## config.mk

```make
export PLATFORM = sky130hd
export DESIGN_NAME = loop_replay_unit
export DESIGN_NICKNAME = d
export VERILOG_FILES = /design/src/rtl/loop_pkg.sv /design/src/rtl/loop_entry_ram.sv /design/src/rtl/loop_replay_unit.sv
export SDC_FILE = /design/constraint.sdc
export NUM_CORES = 1
export LEC_CHECK = 0
export BUFFER_PORTS_ARGS = -buffer_cell sky130_fd_sc_hd__clkbuf_2
export CAP_MARGIN = 10
export CORE_ASPECT_RATIO = 0.7
export CORE_MARGIN = 2
export CORE_UTILIZATION = 24
export DETAILED_ROUTE_END_ITERATION = 10
export PLACE_DENSITY = 0.49
export RECOVER_POWER = 100
export SYNTH_ARGS = -nofsm -noshare
export SYNTH_HDL_FRONTEND = slang
export SYNTH_SLANG_ARGS = --single-unit
export TNS_END_PERCENT = 100
```

## constraint.sdc

```tcl
create_clock -name clk -period 23.4 [get_ports clk]
set_input_delay 3.51 -clock clk [delete_from_list [all_inputs] [get_ports clk]]
set_output_delay 3.51 -clock clk [all_outputs]
set_load 0.03 [all_outputs]
```

## src/rtl/loop_pkg.sv

```systemverilog
// Shared definitions for the loop replay unit: state encoding, the default
// buffer depth and the instruction/PC widths.
package loop_pkg;

    localparam int DEPTH_DEFAULT = 8;
    localparam int INSTR_W       = 32;
    localparam int PC_W          = 32;
    localparam int ENTRY_W       = PC_W + INSTR_W;

    typedef enum logic [1:0] {
        ST_IDLE    = 2'd0,
        ST_CAPTURE = 2'd1,
        ST_REPLAY  = 2'd2,
        ST_EXIT    = 2'd3
    } state_t;

    // Pointer width for a buffer of the given depth; never narrower than one bit.
    function automatic int ptr_width(input int depth);
        return (depth > 1) ? $clog2(depth) : 1;
    endfunction

endpackage

```

## src/rtl/loop_entry_ram.sv

```systemverilog
// Loop-body storage: DEPTH entries of {pc, instr}, one synchronous write port
// and one asynchronous read port so replay sees its entry in the same cycle.
module loop_entry_ram
    import loop_pkg::*;
#(
    parameter int DEPTH  = DEPTH_DEFAULT,
    parameter int ADDR_W = ptr_width(DEPTH),
    parameter int WIDTH  = ENTRY_W
) (
    input  logic              clk,
    input  logic              wr_en,
    input  logic [ADDR_W-1:0] wr_addr,
    input  logic [WIDTH-1:0]  wr_data,
    input  logic [ADDR_W-1:0] rd_addr,
    output logic [WIDTH-1:0]  rd_data
);

    logic [WIDTH-1:0] mem [DEPTH];

    // Store a captured entry on the rising edge.
    // NOTE: the array has no reset; every entry is written before the replay
    // pointer can reach it, so clearing it would only cost reset fan-out.
    always_ff @(posedge clk) begin
        if (wr_en) begin
            mem[wr_addr] <= wr_data;
        end
    end

    assign rd_data = mem[rd_addr];

endmodule

```

## src/rtl/loop_replay_unit.sv

```systemverilog
// Loop replay unit: captures a short backward-branch loop body into a small
// buffer, then replays it to IF/ID while the normal fetch path is held, and
// redirects fetch to the fall-through address when the loop is flushed.
module loop_replay_unit
    import loop_pkg::*;
#(
    parameter int DEPTH = DEPTH_DEFAULT
) (
    input  logic                clk,
    input  logic                reset,
    input  logic                capture_valid,
    input  logic [INSTR_W-1:0]  capture_instr,
    input  logic [PC_W-1:0]     capture_pc,
    input  logic                capture_start,
    input  logic [PC_W-1:0]     loop_branch_pc,
    input  logic                loop_close,
    input  logic                flush,
    input  logic                id_ready,
    output logic                replay_valid,
    output logic [INSTR_W-1:0]  replay_instr,
    output logic [PC_W-1:0]     replay_pc,
    output logic                fetch_hold,
    output logic                redirect_valid,
    output logic [PC_W-1:0]     redirect_pc,
    output logic                overflow,
    output logic [7:0]          iter_count
);

    localparam int PTR_W = ptr_width(DEPTH);
    localparam int CNT_W = PTR_W + 1;

    state_t             state;
    logic [CNT_W-1:0]   count;
    logic [PTR_W-1:0]   wr_ptr;
    logic [PTR_W-1:0]   rd_ptr;
    logic [PC_W-1:0]    branch_pc;
    logic [7:0]         iter_q;
    logic               overflow_q;

    logic               full;
    logic               pc_match;
    logic               last_entry;
    logic               handshake;
    logic               wr_en;
    logic [ENTRY_W-1:0] rd_data;

    assign full       = (count == CNT_W'(DEPTH));
    assign pc_match   = (capture_pc == branch_pc);
    assign last_entry = ({1'b0, rd_ptr} == (count - CNT_W'(1)));
    assign handshake  = replay_valid && id_ready;

    // Decide whether this cycle stores an entry; loop_close wins over capture_valid.
    // NOTE: every signal driven here gets a default first, so no path can leave
    // it unassigned and infer a latch.
    always_comb begin
        wr_en = 1'b0;
        if (state == ST_CAPTURE && !flush && !full) begin
            if (loop_close) begin
                wr_en = pc_match;
            end else begin
                wr_en = capture_valid;
            end
        end
    end

    loop_entry_ram #(
        .DEPTH  (DEPTH),
        .ADDR_W (PTR_W),
        .WIDTH  (ENTRY_W)
    ) u_ram (
        .clk     (clk),
        .wr_en   (wr_en),
        .wr_addr (wr_ptr),
        .wr_data ({capture_pc, capture_instr}),
        .rd_addr (rd_ptr),
        .rd_data (rd_data)
    );

    // Control FSM: capture, replay and exit sequencing; flush overrides all inputs.
    // NOTE: all state here uses non-blocking assignments so every register
    // samples the pre-edge values, independent of statement order.
    always_ff @(posedge clk or posedge reset) begin
        if (reset) begin
            state      <= ST_IDLE;
            count      <= '0;
            wr_ptr     <= '0;
            rd_ptr     <= '0;
            branch_pc  <= '0;
            iter_q     <= '0;
            overflow_q <= 1'b0;
        end else begin
            overflow_q <= 1'b0;
            if (flush) begin
                // A replay in flight must still redirect fetch; anything else just aborts.
                state <= (state == ST_REPLAY) ? ST_EXIT : ST_IDLE;
            end else begin
                case (state)
                    ST_IDLE: begin
                        if (capture_start) begin
                            branch_pc <= loop_branch_pc;
                            count     <= '0;
                            wr_ptr    <= '0;
                            iter_q    <= '0;
                            state     <= ST_CAPTURE;
                        end
                    end
                    ST_CAPTURE: begin
                        if (loop_close) begin
                            if (full) begin
                                overflow_q <= 1'b1;
                                state      <= ST_IDLE;
                            end else if (!pc_match) begin
                                // Not the branch we were tracking: drop the capture silently.
                                state <= ST_IDLE;
                            end else begin
                                wr_ptr <= wr_ptr + PTR_W'(1);
                                count  <= count + CNT_W'(1);
                                rd_ptr <= '0;
                                state  <= ST_REPLAY;
                            end
                        end else if (capture_valid) begin
                            if (full) begin
                                overflow_q <= 1'b1;
                                state      <= ST_IDLE;
                            end else begin
                                wr_ptr <= wr_ptr + PTR_W'(1);
                                count  <= count + CNT_W'(1);
                            end
                        end
                    end
                    ST_REPLAY: begin
                        if (handshake) begin
                            if (last_entry) begin
                                rd_ptr <= '0;
                                if (iter_q != 8'hFF) begin
                                    iter_q <= iter_q + 8'd1;
                                end
                            end else begin
                                rd_ptr <= rd_ptr + PTR_W'(1);
                            end
                        end
                    end
                    ST_EXIT: begin
                        state <= ST_IDLE;
                    end
                    default: begin
                        state <= ST_IDLE;
                    end
                endcase
            end
        end
    end

    // Replay outputs follow the state directly so flush and reset drop them at once.
    assign replay_valid   = (state == ST_REPLAY) && !flush;
    assign replay_instr   = (state == ST_REPLAY) ? rd_data[INSTR_W-1:0] : '0;
    assign replay_pc      = (state == ST_REPLAY) ? rd_data[ENTRY_W-1:INSTR_W] : '0;
    assign fetch_hold     = (state == ST_REPLAY) || (state == ST_EXIT);
    assign redirect_valid = (state == ST_EXIT);
    assign redirect_pc    = (state == ST_EXIT) ? (branch_pc + PC_W'(4)) : '0;
    assign overflow       = overflow_q;
    assign iter_count     = iter_q;

endmodule

```

Word-level counts from Yosys, hierarchy flattened:

Memory sizes are Yosys's and may differ from the RTL's.
Cells that the tools add are included.

* multiply operators: 0
* bitwise logic cells: 1
* muxes and demuxes: 46
* $add $sub $neg: 6
* shift-type cells: 0
* eq/ne operators: 19
* reduce and logical (&&, ||, !) cells: 17
* magnitude comparators: 0
* divide/modulo/power cells: 0

Operators by type and width (count)
* 32-bit two-way mux: 3
* 3-bit two-way mux: 11
* 32-bit by 3-bit adder with 32-bit output, second input constant: 1
* 32-bit equality test: 1
* 8-bit two-way mux: 4
* 4-bit two-way mux: 6
* 6-bit AND reduction: 3
* 2-bit two-way mux: 8
* 8-bit one-hot mux with 2 select lines: 1
* 2-bit inequality test, second input constant: 6
* 3-bit one-hot mux with 2 select lines: 2
* 1-bit two-way mux: 9
* 3-bit inequality test, second input constant: 3
* 8-bit by 1-bit adder with 8-bit output, second input constant: 1
* 4-bit inequality test, second input constant: 2
* 8-bit inequality test, second input constant: 1
* 4-bit one-hot mux with 2 select lines: 1
* 3-bit by 1-bit adder with 3-bit output, second input constant: 2
* 2-bit one-hot mux with 3 select lines: 1
* 2-bit nonzero test: 3
* 4-bit by 1-bit adder with 4-bit output, second input constant: 1
* 2-bit equality test, second input constant: 2
* 3-bit by 4-bit equality test with 1-bit output: 1
* 4-bit equality test, second input constant: 1
* 11 further kinds: 15

* RAM bits: 512
* memories: 1
* output and inout bits: 108
* logic and storage cells: 97
* flip-flop bits (word level): 53
* bits in read-only memories: 0
* input bits: 103
* latch bits: 0

Memories
* u_ram.mem: depth 8, width 64, read ports 1, clocked after Yosys merged registers in 0, write ports 1, RTL line loop_entry_ram.sv:18 `logic [WIDTH-1:0] mem [DEPTH];`

Longest topological paths before layout:

Gate-level depths: netlist (run 1).

* word-level depth: 6
* depth in mapped cells: 9

Cells and area by module:

Synthesis (run 1) repeated with hierarchy kept, for this count alone.

* cells, all modules: 1261
* area, all modules: 23237.3 um^2

By module, submodules not included
* loop_entry_ram: sequential area each 15374.7 um^2, instances 1, cells each 752, area an instance 19266.0 um^2
* loop_replay_unit: sequential area each 1326.3 um^2, instances 1, cells each 509, area an instance 3971.3 um^2

Least setup slack after synthesis (run 1):

Ideal clock, no wire load.

* path type: input-to-reg
* start: in capture_pc[24]
* end: mem u_ram.mem[1][0] (netlist name) (enable)
* stages: 6
* arrival: 10.615 ns
* library setup time: 0.644 ns
* data required time: 22.756 ns
* slack: 12.140 ns
* path through: xor2_1 -> nor4_1 -> nand4_2 -> o21ai_4 -> nand2_4 -> nor4_1

* longest elaborated chain between the ends: 5

RTL lines
* start: declaration: RTL line loop_replay_unit.sv:13 `input logic [PC_W-1:0] capture_pc,`
* 32-bit equality test: RTL line loop_replay_unit.sv:48 `assign pc_match = (capture_pc == branch_pc);`
* 1-bit two-way mux: RTL line loop_replay_unit.sv:58 `if (loop_close) begin`
* 1-bit two-way mux: RTL line loop_replay_unit.sv:57 `if (state == ST_CAPTURE && !flush && !full) begin`
* 1-bit two-way mux: RTL line loop_entry_ram.sv:24 `if (wr_en) begin`
* 1-bit two-way mux (not written as such): RTL line loop_entry_ram.sv:25 `mem[wr_addr] <= wr_data;`
* end: declaration: RTL line loop_entry_ram.sv:18

No other way between the ends.

Final worst setup path (run 1):

* start: reg rd_ptr[0]
* end: out replay_pc[17]

* longest elaborated chain between the ends: 2

RTL lines
* start: declaration: RTL line loop_replay_unit.sv:35 `logic [PTR_W-1:0] rd_ptr;`
* start signal: assignment: RTL line loop_replay_unit.sv:139 `rd_ptr <= rd_ptr + PTR_W'(1);`
* memory 8 x 64 bit
* 32-bit two-way mux: RTL line loop_replay_unit.sv:157 `assign replay_pc = (state == ST_REPLAY) ? rd_data[ENTRY_W-1:INSTR_W] : '0;`
* end: declaration: RTL line loop_replay_unit.sv:21 `output logic [PC_W-1:0] replay_pc,`

No other way between the ends.

==> impl_metrics.py, run 1 <==
metrics = {
    "status": {
        "outcome": "complete, but fails checks",
        "violations": "capacitance limit, slew limit",
    },
    "critical_path": {
        "cp-end-kind": "output pin",
        "crit_type": "reg2out",
        "arrival_ns": 7.48,
        "r2r_start": "branch_pc[30]",
        "required_ns": 19.89,
        "cp-endpoint": "replay_pc[17]",
        "r2r_end": "u_ram.mem[4][29]",
        "reg2regPathDepth": 8,
        "crit_fanout": 51,
        "reg2reg_slack_ns": 15.70,
        "start_kind": "flip-flop",
        "cp-startpoint": "rd_ptr[0]",
    },
    "cells_and_area": {
        "nNetsFinal": 1530,
        "n_fill_cell": 9512,
        "stdcell_area_sq_um": 27000,
        "drive_above_1_share_pct": 21.0,
        "area_delta_synth_final_pct": 17.9,
    },
    "cts": {
        "clockBufferDepth": 3,
        "root_buffer": "clkbuf_16",
        "clkSlewWorstSetupHoldPaths_ns": 0.07,
        "cts_hold_buf": 0,
        "post-cts-setup-buffer-count": 0,
        "cts.sinks": 565,
        "cts_tree": "built",
        "cts_resized": 0,
        "cts-buffers-inserted": 59,
        "clk_latency_ns": 0.62,
        "h-tree-depth": 2,
    },
    "run": {
        "max_cap_viol_count": 22,
    },
    "logic_synthesis": {
        "synth-edff-count": 512,
        "synthAdderAreaFrac_pct": 0.327,
        "synth_most_common_cell": "edfxtp_1",
        "syn_area_sq_um": 22900,
        "syn_inst": 1188,
        "yosysUniqueCellTypes": 50,
        "syn_area_per_cell_sq_um": 19.3,
        "syn_nets": 1297,
        "ys_warn_count": 0,
        "synth_compound_area_share_pct": 0.965,
        "async_flop_share_pct": 9.38,
        "synth_ff_type": "edfxtp_1",
        "ys_top_cells_by_area": "edfxtp_1 (67%), mux4_2 (13%), dfrtp_1 (5.8%), mux2i_1 (2.8%), xor2_1 (2.3%)",
        "ys_seq_elements": 565,
        "synth.area.mux_share_pct": 17.0,
        "synth-simple-area-share_pct": 4.80,
        "yosysTopAreaCell": "edfxtp_1",
        "synth_xor_area_share_pct": 2.67,
        "netlist_top_cells_count": "edfxtp_1 (512), mux4_2 (128), nor2_1 (106)",
        "yosys.area.top_type_share_pct": 67.0,
        "yosysSeqAreaShare_pct": 72.8,
        "synth_top_family_by_area": "multiplexers",
    },
    "global_route": {
        "antenna_found_initial": 8,
        "grt_overflow": 0,
        "grt_pass1_vias": 12656,
        "grt_pass1_wl_microns": 85800,
        "grt_max_degree": 72,
        "grtUsageTotal_pct": 11.9,
    },
    "power": {
        "power_mw": 2.35,
        "p_seq_share_pct": 49.4,
        "p_clk_share_pct": 40.0,
        "swShare_pct": 23.2,
        "p_sw_mw": 0.544,
        "ir_worst_vdd_mv": 0.0524,
        "p_leak_nw": 8.29,
        "p_per_area_nw_per_um2": 86.9,
        "comb_power_share_pct": 10.6,
        "internal-power_mw": 1.81,
    },
    "floorplan": {
        "start_util_pct": 24.3,
        "dieArea_sq_um": 98100,
        "die_w_microns": 374,
        "rows": 94,
        "die_h_microns": 263,
        "core_region_area_sq_um": 94300,
        "io_pins": 211,
    },
    "sta": {
        "max_freq_mhz": 91.0,
        "finalSetupTns_ns": 0,
        "drv_slew": 767,
        "hold_violations": 0,
        "period_needed_ns": 10.99,
        "fin_ws_ns": 12.41,
        "worst-slew-pin-transition_ns": 4.47,
        "fin_skew_ns": 0.0238,
        "finalSetupViolCount": 0,
        "fin_crit_sh_pct": 47.0,
        "relSlewSlack_pct": -198,
        "worst_hold_slack_ns": 0.566,
        "grt_setup_unrepaired": "no",
    },
    "drt": {
        "dr.pass1.iters": 5,
        "via_per_inst": 4.32,
        "wl_per_cell_microns": 21.5,
        "drc_errors": 0,
        "final_antenna_net_count": 0,
        "vias": 11753,
        "drt_wl_total_microns": 58500,
        "first_iter_violations": 651,
    },
    "place": {
        "placed_area_sq_um": 25500,
        "pre_cts_slack_ns": 15.83,
        "routabilityCongestion": 0.734,
        "hpwl_microns": 35200,
        "port-buffer-count": 210,
    },
    "worst_hold_path": {
        "min_path_type": "reg2reg",
    },
}
==> power by group through the flow <==
stage / clock (mW) / sequential (mW) / combinational [mW]
global route: 1.01 / 1.17 / 0.277
CTS: 0.971 / 1.16 / 0.249
floorplan: 0 / 1.16 / 0.202
detailed placement: 0 / 1.19 / 0.247
finish: 0.939 / 1.16 / 0.250
global placement: 0 / 1.18 / 0.245
==> final cells by class <==
class / count / area [sq um] / area share, %
Antenna cell: 1 / 2.50 / 0.00925
Clock inverter: 40 / 404 / 1.49
Clock buffer: 69 / 1510 / 5.60
Sequential cell: 565 / 16700 / 61.8
Multi-Input combinational cell: 546 / 5850 / 21.6
Inverter: 15 / 56.3 / 0.208
Timing Repair Buffer: 234 / 946 / 3.50
Tap cell: 1248 / 1560 / 5.77
==> sequential cells by signal (all words and copies together), names as in the netlist <==
name	flops
branch_pc	32
wr_ptr	3
iter_count	8
count	4
rd_ptr	3
state	2
overflow	1
u_ram.mem	512
==> routing by layer <==
metal,up-vias,routed length (microns),track usage [%]
met3,82,2670,2.46
met5,-,77,0
met4,12,997,2.65
met1,6248,26800,16.1
li1,5196,-,-
met2,215,27900,19.5
==> how the worst min path moves through the flow <==
stage,from,to,slack [ns],cells past startpoint
floorplan,branch_pc[0],branch_pc[0],0.52,1
global placement,iter_count[7],iter_count[7],0.55,2
detailed placement,branch_pc[1],branch_pc[1],0.55,1
CTS,branch_pc[1],branch_pc[1],0.57,1
global route,branch_pc[1],branch_pc[1],0.60,1
finish,branch_pc[1],branch_pc[1],0.57,1
==> cells in the final DEF (no fill, tap or decap), types with 25 or more instances in the layout <==
| cell | count |
|---|---|
| xor2_1 | 59 |
| edfxtp_1 | 512 |
| mux2i_1 | 64 |
| mux4_2 | 128 |
| clkbuf_16 | 59 |
| nor2_1 | 106 |
| nand3_1 | 25 |
| dfrtp_1 | 51 |
| clkbuf_1 | 198 |
| mux2_2 | 32 |
| clkbuf_2 | 42 |
==> critical path: stages, from the launching register on <==
cell and delay, ns:
dfrtp_1 2.03, clkbuf_1 3.23, mux4_2 0.68, mux2i_1 0.10, nor2_1 0.40, clkbuf_1 0.38
==> through the flow <==
step           util [%]  std cells
2_1_floorplan         -       1188
3_3_place_gp       27.1       2608
3_5_place_dp       27.1       2608
4_1_cts            29.1       2717
5_1_grt            28.7       2717
6_report           28.7       2718
==> logic make-up (layout without fill, tap and decap cells) <==
| family | count (synthesis) | count (layout) |
|---|---|---|
| adder cells (fa/ha/maj) | 6 | 6 |
| flip-flops | 565 | 565 |
| multiplexers | 225 | 225 |
| AND/OR/NAND/NOR | 217 | 217 |
| buffers and inverters | 77 | 358 |
| XOR/XNOR | 69 | 69 |
| other | 0 | 1 |
| AO/OA/AOI/OAI | 29 | 29 |
Note: power is estimated with default switching activity, not from simulation.
==> run 2, diff against run 1 <==
==> constraint.sdc (replaced) <==
create_clock -name clk -period 10.95 [get_ports clk]
set_input_delay 1.6425 -clock clk [delete_from_list [all_inputs] [get_ports clk]]
set_output_delay 1.6425 -clock clk [all_outputs]
set_load 0.03 [all_outputs]
==> run 2 against run 1 <==
Against the previous run: the flow still finishes with violations (capacitance limit, slew limit); non-clock buffer count up 2; clock skew down 0.0025 ns; power is 120% higher; first-iteration DRC count grew 21%; global-route usage increased by 0.33 points; die area did not move; combinational power increased by 110%; worst setup slack got worse by 9.5 ns; core utilization grew 0.13 points; clock power rose by 120%.
==> impl_metrics.py, run 2 (synthesized netlist as in run 1, its figures left out) <==
metrics = {
    "drt": {
        "drt_wl_total_microns": 60600,
        "drc_errors": 0,
        "final_antenna_net_count": 0,
        "via_per_inst": 4.41,
        "vias": 12007,
        "dr.pass1.iters": 4,
        "wl_per_cell_microns": 22.3,
        "first_iter_violations": 790,
    },
    "cts": {
        "clkSlewWorstSetupHoldPaths_ns": 0.06,
        "cts.sinks": 565,
        "cts_hold_buf": 0,
        "clk_latency_ns": 0.63,
        "h-tree-depth": 2,
        "clockBufferDepth": 3,
        "cts-buffers-inserted": 58,
        "root_buffer": "clkbuf_16",
        "cts_tree": "built",
        "cts_resized": 0,
        "post-cts-setup-buffer-count": 0,
    },
    "cells_and_area": {
        "nNetsFinal": 1531,
        "drive_above_1_share_pct": 22.0,
        "mostFrequentLayoutCell": "edfxtp_1",
        "top_register": "u_ram.mem",
        "largest_reg_flops": 512,
        "area_delta_synth_final_pct": 18.4,
        "instances_no_fill": 2720,
        "n_fill_cell": 9433,
        "mostFrequentLayoutCells": "edfxtp_1 (512), clkbuf_1 (189), mux4_2 (128)",
    },
    "critical_path": {
        "crit_type": "reg2out",
        "r2r_end": "u_ram.mem[0][63]",
        "cp-end-kind": "output pin",
        "reg2regPathDepth": 8,
        "required_ns": 9.31,
        "start_kind": "flip-flop",
        "arrival_ns": 6.38,
        "r2r_start": "branch_pc[30]",
        "reg2reg_slack_ns": 4.64,
        "crit_fanout": 48,
    },
    "sta": {
        "worst-slew-pin-transition_ns": 3.36,
        "fin_ws_ns": 2.93,
        "grt_setup_unrepaired": "no",
        "drv_slew": 490,
        "relSlewSlack_pct": -124,
        "finalSetupViolCount": 0,
        "finalSetupTns_ns": 0,
        "fin_crit_sh_pct": 73.3,
        "period_needed_ns": 8.02,
        "worst_hold_slack_ns": 0.578,
        "max_freq_mhz": 125,
        "fin_skew_ns": 0.0212,
        "hold_violations": 0,
    },
    "floorplan": {
        "die_w_microns": 374,
        "dieArea_sq_um": 98100,
        "io_pins": 211,
        "die_h_microns": 263,
        "core_region_area_sq_um": 94300,
        "start_util_pct": 24.3,
        "rows": 94,
    },
    "place": {
        "dp.cells": 2610,
        "pre_cts_slack_ns": 5.74,
        "hpwl_microns": 36500,
        "routabilityCongestion": 0.737,
        "port-buffer-count": 210,
    },
    "global_route": {
        "grt_max_degree": 63,
        "grt_pass1_wl_microns": 88300,
        "antenna_found_initial": 11,
        "grt_pass1_vias": 12798,
        "grt_overflow": 0,
        "grtUsageTotal_pct": 12.2,
    },
    "power": {
        "p_per_area_nw_per_um2": 186,
        "ir_worst_vdd_mv": 0.111,
        "p_leak_nw": 8.37,
    },
    "worst_hold_path": {
        "min_to": "iter_count[6]",
        "min_path_type": "reg2reg",
        "min_path_cells": 2,
        "worstHoldStart": "iter_count[6]",
    },
    "status": {
        "violations": "capacitance limit, slew limit",
        "outcome": "complete, but fails checks",
    },
    "run": {
        "max_cap_viol_count": 14,
    },
}
-- run 2: worst max-delay path by stage --
stage | to | slack [ns] | start
finish | replay_pc[17] | 2.93 | rd_ptr[1]
global route | replay_pc[17] | 2.55 | rd_ptr[1]
CTS | replay_pc[15] | 5.31 | rd_ptr[0]
detailed placement | u_ram.mem[4][39] | 5.74 | capture_pc[30]
global placement | u_ram.mem[3][2] | 5.78 | capture_pc[30]
floorplan | u_ram.mem[1][0] | 1.56 | capture_pc[24]
-- run 2: area by class of cell --
class / count / area [sq um] / area share, %
Inverter: 15 / 56.3 / 0.207
Clock inverter: 41 / 464 / 1.71
Timing Repair Buffer: 236 / 987 / 3.63
Sequential cell: 565 / 16700 / 61.5
Tap cell: 1248 / 1560 / 5.75
Antenna cell: 2 / 5.00 / 0.0184
Clock buffer: 67 / 1510 / 5.55
Multi-Input combinational cell: 546 / 5880 / 21.6
-- run 2: per-layer routing --
metal  track usage, %  up-vias  wire length [microns]
met5                0        -                    119
li1                 -     5212                      -
met3             3.08       86                   3370
met4             2.80       18                   1130
met2             19.7      271                  28600
met1             16.5     6420                  27400
-- run 2: metrics by stage --
stage | power [mW] | util [%] | area (sq um)
final | 5.06 | 28.8 | 27200
after global routing | 5.28 | 28.8 | 27200
after CTS | 5.14 | 29.2 | 27500
after detailed placement | 3.09 | 27.1 | 25500
after global placement | 3.09 | 27.1 | 25500
after floorplan | 2.90 | - | 22900
-- run 2: worst max-delay path, cell delays in order, from the launching register on --
cell and delay, ns:
dfrtp_1 1.74, clkbuf_1 2.44, mux4_2 0.68, mux2i_1 0.12
nor2_1 0.38, clkbuf_1 0.36
-- run 2: power by group --
| group | switching (mW) | leakage (nW) | total, mW | internal (mW) |
|---|---|---|---|---|
| logic | 0.251 | 2.15 | 0.536 | 0.285 |
| clock network | 0.851 | 0.950 | 2.03 | 1.18 |
| registers | 0.104 | 5.26 | 2.49 | 2.39 |
| total | 1.21 | 8.37 | 5.06 | 3.85 |
